$ cat src/rtl/irq_controller.sv
// External-interrupt front end: synchronises raw lines, counts rising edges per
// source and presents one prioritised, handshaked request to CP0.
module irq_controller #(
    parameter int NUM_SRC     = 4,
    parameter int SYNC_STAGES = 2,
    parameter int CNT_W       = 3,
    parameter int ID_W        = 2
) (
    input  logic               i_clk,
    input  logic               i_rst_n,
    input  logic [NUM_SRC-1:0] i_irq_src,
    input  logic [NUM_SRC-1:0] i_mask,
    input  logic               i_global_ie,
    input  logic               i_ack,
    input  logic               i_eret,
    output logic               o_irq_req,
    output logic [ID_W-1:0]    o_irq_id,
    output logic [NUM_SRC-1:0] o_pending
);

    localparam logic [CNT_W-1:0] CNT_MAX  = {CNT_W{1'b1}};
    localparam logic [CNT_W-1:0] CNT_ZERO = {CNT_W{1'b0}};

    typedef enum logic [1:0] {
        ST_IDLE    = 2'd0,
        ST_REQ     = 2'd1,
        ST_SERVICE = 2'd2
    } state_t;

    state_t                                state_r;
    logic [SYNC_STAGES-1:0][NUM_SRC-1:0]   sync_r;
    logic [NUM_SRC-1:0]                    prev_r;
    logic [NUM_SRC-1:0][CNT_W-1:0]         cnt_r;
    logic [NUM_SRC-1:0]                    pending_r;
    logic                                  req_r;
    logic [ID_W-1:0]                       id_r;

    logic [NUM_SRC-1:0]                    edge_s;
    logic                                  ack_take_s;
    logic [NUM_SRC-1:0]                    dec_s;
    logic [NUM_SRC-1:0][CNT_W-1:0]         cnt_nxt_s;
    logic [NUM_SRC-1:0]                    pend_nxt_s;
    logic [NUM_SRC-1:0]                    elig_s;
    logic                                  any_elig_s;
    logic [ID_W-1:0]                       low_id_s;

    assign edge_s     = sync_r[SYNC_STAGES-1] & ~prev_r;
    assign ack_take_s = i_ack && (state_r == ST_REQ);
    assign dec_s      = {NUM_SRC{ack_take_s}} & (NUM_SRC'(1) << id_r);

    // Next pending-counter values: edge and ack in the same cycle cancel out.
    always_comb begin
        cnt_nxt_s  = cnt_r;
        pend_nxt_s = {NUM_SRC{1'b0}};
        for (int n = 0; n < NUM_SRC; n++) begin
            if (edge_s[n] && dec_s[n]) begin
                cnt_nxt_s[n] = cnt_r[n];
            end else if (edge_s[n] && (cnt_r[n] != CNT_MAX)) begin
                cnt_nxt_s[n] = cnt_r[n] + CNT_W'(1);
            end else if (dec_s[n] && (cnt_r[n] != CNT_ZERO)) begin
                cnt_nxt_s[n] = cnt_r[n] - CNT_W'(1);
            end else begin
                cnt_nxt_s[n] = cnt_r[n];
            end
            pend_nxt_s[n] = (cnt_nxt_s[n] != CNT_ZERO);
        end
    end

    // Eligibility and fixed priority, lowest index wins.
    always_comb begin
        low_id_s = {ID_W{1'b0}};
        for (int n = 0; n < NUM_SRC; n++) begin
            elig_s[n] = (cnt_r[n] != CNT_ZERO) && i_mask[n] && i_global_ie;
        end
        for (int n = NUM_SRC - 1; n >= 0; n--) begin
            low_id_s = elig_s[n] ? ID_W'(n) : low_id_s;
        end
        any_elig_s = |elig_s;
    end

    // Synchroniser chain, edge history and pending counters.
    always_ff @(posedge i_clk or negedge i_rst_n) begin
        if (!i_rst_n) begin
            sync_r    <= '0;
            prev_r    <= {NUM_SRC{1'b0}};
            cnt_r     <= '0;
            pending_r <= {NUM_SRC{1'b0}};
        end else begin
            sync_r    <= {sync_r[SYNC_STAGES-2:0], i_irq_src};
            prev_r    <= sync_r[SYNC_STAGES-1];
            cnt_r     <= cnt_nxt_s;
            pending_r <= pend_nxt_s;
        end
    end

    // Request handshake FSM with registered request and id.
    always_ff @(posedge i_clk or negedge i_rst_n) begin
        if (!i_rst_n) begin
            state_r <= ST_IDLE;
            req_r   <= 1'b0;
            id_r    <= {ID_W{1'b0}};
        end else begin
            case (state_r)
                ST_IDLE: begin
                    if (any_elig_s) begin
                        state_r <= ST_REQ;
                        req_r   <= 1'b1;
                        id_r    <= low_id_s;
                    end else begin
                        req_r   <= 1'b0;
                    end
                end
                ST_REQ: begin
                    if (i_ack) begin
                        state_r <= ST_SERVICE;
                        req_r   <= 1'b0;
                    end else if (!i_global_ie || !i_mask[id_r]) begin
                        // Withdrawn; the counter keeps the event for later.
                        state_r <= ST_IDLE;
                        req_r   <= 1'b0;
                    end else begin
                        req_r   <= 1'b1;
                    end
                end
                ST_SERVICE: begin
                    req_r <= 1'b0;
                    if (i_eret) begin
                        state_r <= ST_IDLE;
                    end else begin
                        state_r <= ST_SERVICE;
                    end
                end
                default: begin
                    state_r <= ST_IDLE;
                    req_r   <= 1'b0;
                end
            endcase
        end
    end

    assign o_irq_req = req_r;
    assign o_irq_id  = id_r;
    assign o_pending = pending_r;

endmodule
$ cat config.mk
export PLATFORM = sky130hd
export DESIGN_NAME = irq_controller
export DESIGN_NICKNAME = d
export VERILOG_FILES = /design/src/rtl/irq_controller.sv
export SDC_FILE = /design/constraint.sdc
export NUM_CORES = 1
export LEC_CHECK = 0
export BUFFER_PORTS_ARGS = -buffer_cell sky130_fd_sc_hd__buf_2
export CAP_MARGIN = 20
export CORE_MARGIN = 2
export CORE_UTILIZATION = 51
export DETAILED_ROUTE_END_ITERATION = 7
export PLACE_DENSITY_LB_ADDON = 0.1
export SLEW_MARGIN = 25
export SYNTH_ARGS = -nofsm -noshare
export SYNTH_HDL_FRONTEND = slang
export SYNTH_SLANG_ARGS = --single-unit
$ cat constraint.sdc
create_clock -name i_clk -period 2.2 [get_ports i_clk]
set_input_delay 0.11 -clock i_clk [delete_from_list [all_inputs] [get_ports i_clk]]
set_output_delay 0.11 -clock i_clk [all_outputs]
set_load 0.05 [all_outputs]
After elaboration in Yosys (flattened, before gate mapping):

Cells that the tools add are included.

* register bits after elaboration: 33
* latch bits: 0
* bits in writable memories: 0
* bits in read-only memories: 0
* output and inout port bits: 7
* memories: 0

* add/subtract/negate cells: 8
* multipliers: 0
* divide/modulo/power cells: 0
* order comparisons: 1
* eq/ne operators: 8
* shift operators: 1
* multiplexer cells: 27
* bitwise operators: 3
* reductions and logical operators: 36

Operator list (count)
* $mux W3: 12
* $reduce_bool A3 Y1: 8
* $logic_and A1 B1 Y1: 21
* $mux W2: 8
* $add A3 B1 Y3 const B: 4
* $ne A3 B3 Y1 const B: 4
* $sub A3 B1 Y3 const B: 4
* $and A4 B4 Y4: 2
* $pmux W2 S3: 1
* $mux W1: 4
* $not A4 Y4: 1
* $reduce_and A2 Y1: 2
* $reduce_or A4 Y1: 1
* $shl A1 B2 Y4 const A: 1
* $lt A2 B3 Y1 const B: 1
* $ne A3 B2 Y1 const B: 1
* $bmux W1 S2: 1
* $eq A2 B1 Y1 const B: 1
* $eq A2 B2 Y1 const B: 1
* $logic_not A1 Y1: 2
* $logic_not A2 Y1: 1
* $ne A2 B2 Y1 const B: 1
* $pmux W1 S2: 1
* $logic_or A1 B1 Y1: 1

Longest topological paths before layout:

* depth in word-level cells: 8
* gate-level depth with buffers: 8
* depth with buffers taken out: 8

Least setup slack after synthesis:

Ideal clock, no wire load.

* path type: register to register
* from: reg id_r[1], in the netlist o_irq_id[1]
* to: reg pending_r[1], in the netlist o_pending[1]
* setup time: 0.121 ns
* arrival time: 1.846 ns
* setup slack: 0.232 ns
* stages on the path, launching flop included: 7
* path buffers: 1
* path through: dfrtp_1 > buf_2 > and4bb_2 > a2111oi_0 > a41oi_1 > o22ai_1 > nand2b_1

* word-level cells in the longest chain between the ends: 7
* elaborated cells on any way between the ends: 8

Ends and longest elaborated chain
* start: declaration: line 36 `logic [ID_W-1:0] id_r;`
* start signal: assignment: line 101 `id_r <= {ID_W{1'b0}};`
* start signal: assignment: line 108 `id_r <= low_id_s;`
* $shl A1 B2 Y4 (*): line 49 `assign dec_s = {NUM_SRC{ack_take_s}} & (NUM_SRC'(1) << id_r);`
* $and A4 B4 Y4 (*): line 49
* $logic_and A1 B1 Y1: line 60 `end else if (dec_s[n] && (cnt_r[n] != CNT_ZERO)) begin`
* $mux W3: line 60
* $mux W3: line 58 `end else if (edge_s[n] && (cnt_r[n] != CNT_MAX)) begin`
* $mux W3 (*): line 56 `if (edge_s[n] && dec_s[n]) begin`
* $reduce_bool A3 Y1 (*): line 65 `pend_nxt_s[n] = (cnt_nxt_s[n] != CNT_ZERO);`
* net pend_nxt_s[1]: line 42 `logic [NUM_SRC-1:0] pend_nxt_s;`
* end signal: assignment: line 87 `pending_r <= {NUM_SRC{1'b0}};`
* end signal: assignment: line 92 `pending_r <= pend_nxt_s;`
* end: declaration: line 34 `logic [NUM_SRC-1:0] pending_r;`

The timed path passes the listed nets; every way through them passes the cells marked *.
A chain may end at the register's enable or synchronous reset.

Final worst setup path:

* from: reg cnt_r[6] (netlist name)
* to: reg pending_r[2], in the netlist o_pending[2]

* word-level cells in the longest chain between the ends: 6
* elaborated cells on any way between the ends: 10

Ends and longest elaborated chain
* start: declaration: line 33 `logic [NUM_SRC-1:0][CNT_W-1:0] cnt_r;`
* start signal: assignment: line 91 `cnt_r <= cnt_nxt_s;`
* parallel branches: the longest is 4 deep, another holds $sub A3 B1 Y3
* $mux W3 (*): line 56
* $reduce_bool A3 Y1 (*): line 65
* net pend_nxt_s[2]: line 42

Mark *: on every way through the listed nets, which the timed path passes.

==> flow_summary.toml <==
[detailed_routing]
num_vias = 1202
routed_wl_microns = 3070
via_per_inst = 5.249
drc = 0
route.detailed.wl_per_inst_microns = 13.41
drtAntennaViolNets = 0
drt_iter0_drc = 85
first_pass_iters = 4

[synthesis]
seq_area_frac_synth = 0.4769
netlist_instances = 151
synth_ff_type = "dfrtp_1"
async_reset_ff_frac = 1.000
synth_top_area_share = 0.4769
avgSynthCellArea_sq_um = 11.47
synth_most_common_cell = "dfrtp_1"
ys_warn_count = 0
synth.largest_area_cell = "dfrtp_1"
synth-edff-count = 0
synth.ff_latch_count = 33
syn-num-nets = 180
syn_area_sq_mm = 0.001732
yosys-top-cells-area = "dfrtp_1 48%, ha_1 12%, inv_1 3.5%"
synth_cell_types = 45
yosys-top-cells-count = "33 x dfrtp_1, 16 x ha_1, 16 x inv_1, 8 x nand2_1, 7 x nor2b_1"

[setup_path]
reg2reg_slack_ns = 0.21
worstPathArrival_ns = 2.20
reg2reg_depth = 7
path_class = "reg -> reg"
crit_fanout = 3
r2r-start = "cnt_r[6]"
critPathRequiredTime_ns = 2.42
r2r_end = "o_pending[2]"
cp-end-kind = "register"
critPathLaunchType = "register"

[cells_and_area]
utilization = 0.6020
multi_input_area_sq_um = 835.8
nFillCells = 278
final_nets = 211
register_area_sq_um = 825.8
area_delta_synth_final_pct = 15.10
n_antenna_cell = 0
drive_above_1_share = 0.2077

[clocking]
cts_tree = "built"
insertion_delay_ns = 0.33
htreeDepth = 2
cts_buffer_depth = 2
cts.sinks = 33
path_clk_slew_ns = 0.09
cts_root_buf = "clkbuf_4"
cts_resized = 0
cts_buffers = 5
postCtsSetupRepairBufs = 0
cts_hold_buffers = 6

[placed_design]
dp_hpwl_microns = 2280
gp_congestion = 0.8090
io_buffers = 19

[outcome]
outcome = "finished, final reports clean"

[timing]
timing_hold_violations_final = 0
min_period_ns = 1.986
drv_slew = 0
tns_ns = 0
rsz0062_at_grt = "no"
fmax_ghz = 0.5036
fin_crit_sh = 0.9025
skew_ns = 0.005946
relSlewSlack = 0.5327
setup_violations = 0
worst_slew_pin_slew_ns = 0.7009

[power_and_ir_drop]
p_per_area_mw_per_mm2 = 1315
internal-power_mw = 1.463
irDropWorstVdd_mv = 0.7165
seq_power_share = 0.379
p_leak_nw = 0.9369
p_sw_mw = 1.158
switching_share = 0.4417
clkPwrFrac = 0.121
pwr-share-comb = 0.500

[hold_path]
hold_path_end = "o_irq_id[1]"
hold_class = "in -> reg"
whs_path_depth = 3
min_from = "i_global_ie"

[floorplan]
num_io_pins = 20
start_util = 0.5231
dieHeight_microns = 62.27
rows = 21
coreArea_sq_mm = 0.003311
die_area_sq_mm = 0.003878
die_x_microns = 62.27

[global_routing]
grt_max_degree = 34
grt_pass1_vias = 1284
use_met2 = 0.3071
gr-total-overflow = 0
grt-busiest-layer = "met2"
grt_pass1_wl_microns = 5602
antenna_found_initial = 0
grtUsageTotal = 0.1843
grtUsageMet3 = 0.05435
use_met1 = 0.2263

[job]
maxCapViolations = 0
## placed cells by master (no fill, tap or decap), types with 3 or more instances in the layout
cell,Yosys,layout
a211oi_1,5,5
and2_1,3,3
buf_2,2,19
clkbuf_4,0,5
dfrtp_1,33,33
dlygate4sd3_1,0,6
ha_1,16,16
inv_1,16,16
nand2_1,8,8
nand2b_1,5,5
nor2_1,3,3
nor2b_1,7,7
nor3_1,3,3
o21ai_0,5,5
xnor2_1,4,4
## sequential cells by signal, summed over array words and instances, names as in the netlist
| name | flops |
|---|---|
| cnt_r | 12 |
| o_pending | 4 |
| prev_r | 4 |
| o_irq_id | 2 |
| state_r | 2 |
| o_irq_req | 1 |
| sync_r | 8 |
## cells by family after synthesis
| family | after synthesis | synth area share |
|---|---|---|
| xor+xnor | 4 | 0.02023 |
| compound gates | 34 | 0.1619 |
| simple gates | 44 | 0.1662 |
| buf+inv | 18 | 0.04046 |
| flops | 33 | 0.4769 |
| mux | 2 | 0.01879 |
| fa+ha+maj | 16 | 0.1156 |
## power by group through the flow
stage / sequential, mW / clock [mW] / combinational, mW
detailed placement: 1.00 / 0 / 1.30
global placement: 0.994 / 0 / 1.25
global route: 1.03 / 0.368 / 1.47
finish: 0.993 / 0.317 / 1.31
CTS: 0.991 / 0.334 / 1.32
floorplan: 1.14 / 0 / 0.854
## per-layer routing
metal / routed length (microns) / up-vias
li1: - / 603
met3: 147 / 5
met5: 0 / -
met2: 1437 / 26
met1: 1434 / 568
met4: 51 / 0
## worst max-delay path, stage by stage, from the launching register on
cell	delay [ns]
dfrtp_1	0.39
inv_1	0.09
ha_1	0.20
ha_1	0.20
nor3b_1	0.25
and3_1	0.27
a211o_1	0.14
or3b_1	0.33
## area by class of cell
type                            count  area share
Clock buffer                        6     0.02072
Clock inverter                      2    0.005022
Inverter                           16     0.03013
Multi-Input combinational cell    100      0.4193
Sequential cell                    33      0.4143
Tap cell                           46     0.02888
Timing Repair Buffer               26     0.08161
## worst max-delay path by stage
stage	startpoint	to	slack, ns
finish	cnt_r[6]	o_pending[2]	0.21
floorplan	o_irq_id[1]	o_pending[1]	0.23
global placement	cnt_r[6]	o_pending[2]	0.31
global route	cnt_r[0]	o_irq_id[0]	0.06
detailed placement	cnt_r[6]	o_pending[2]	0.24
CTS	cnt_r[6]	o_pending[2]	0.21
## per-stage QoR
stage / power (mW) / cell area, sq um / cells / hold WS, ns / setup WS, ns
6_report: 2.621 / 1993 / 229 / 0.2041 / 0.2144
3_5_place_dp: 2.299 / 1882 / 215 / 0.2070 / 0.2396
5_1_grt: 2.871 / 1993 / 229 / 0.1983 / 0.05834
4_1_cts: 2.640 / 1993 / 229 / 0.1869 / 0.2106
3_3_place_gp: 2.244 / 1882 / 215 / 0.1949 / 0.3074
2_1_floorplan: 1.997 / 1732 / 151 / -0.1856 / 0.2322
No activity file was read; power rests on OpenSTA's default activity.
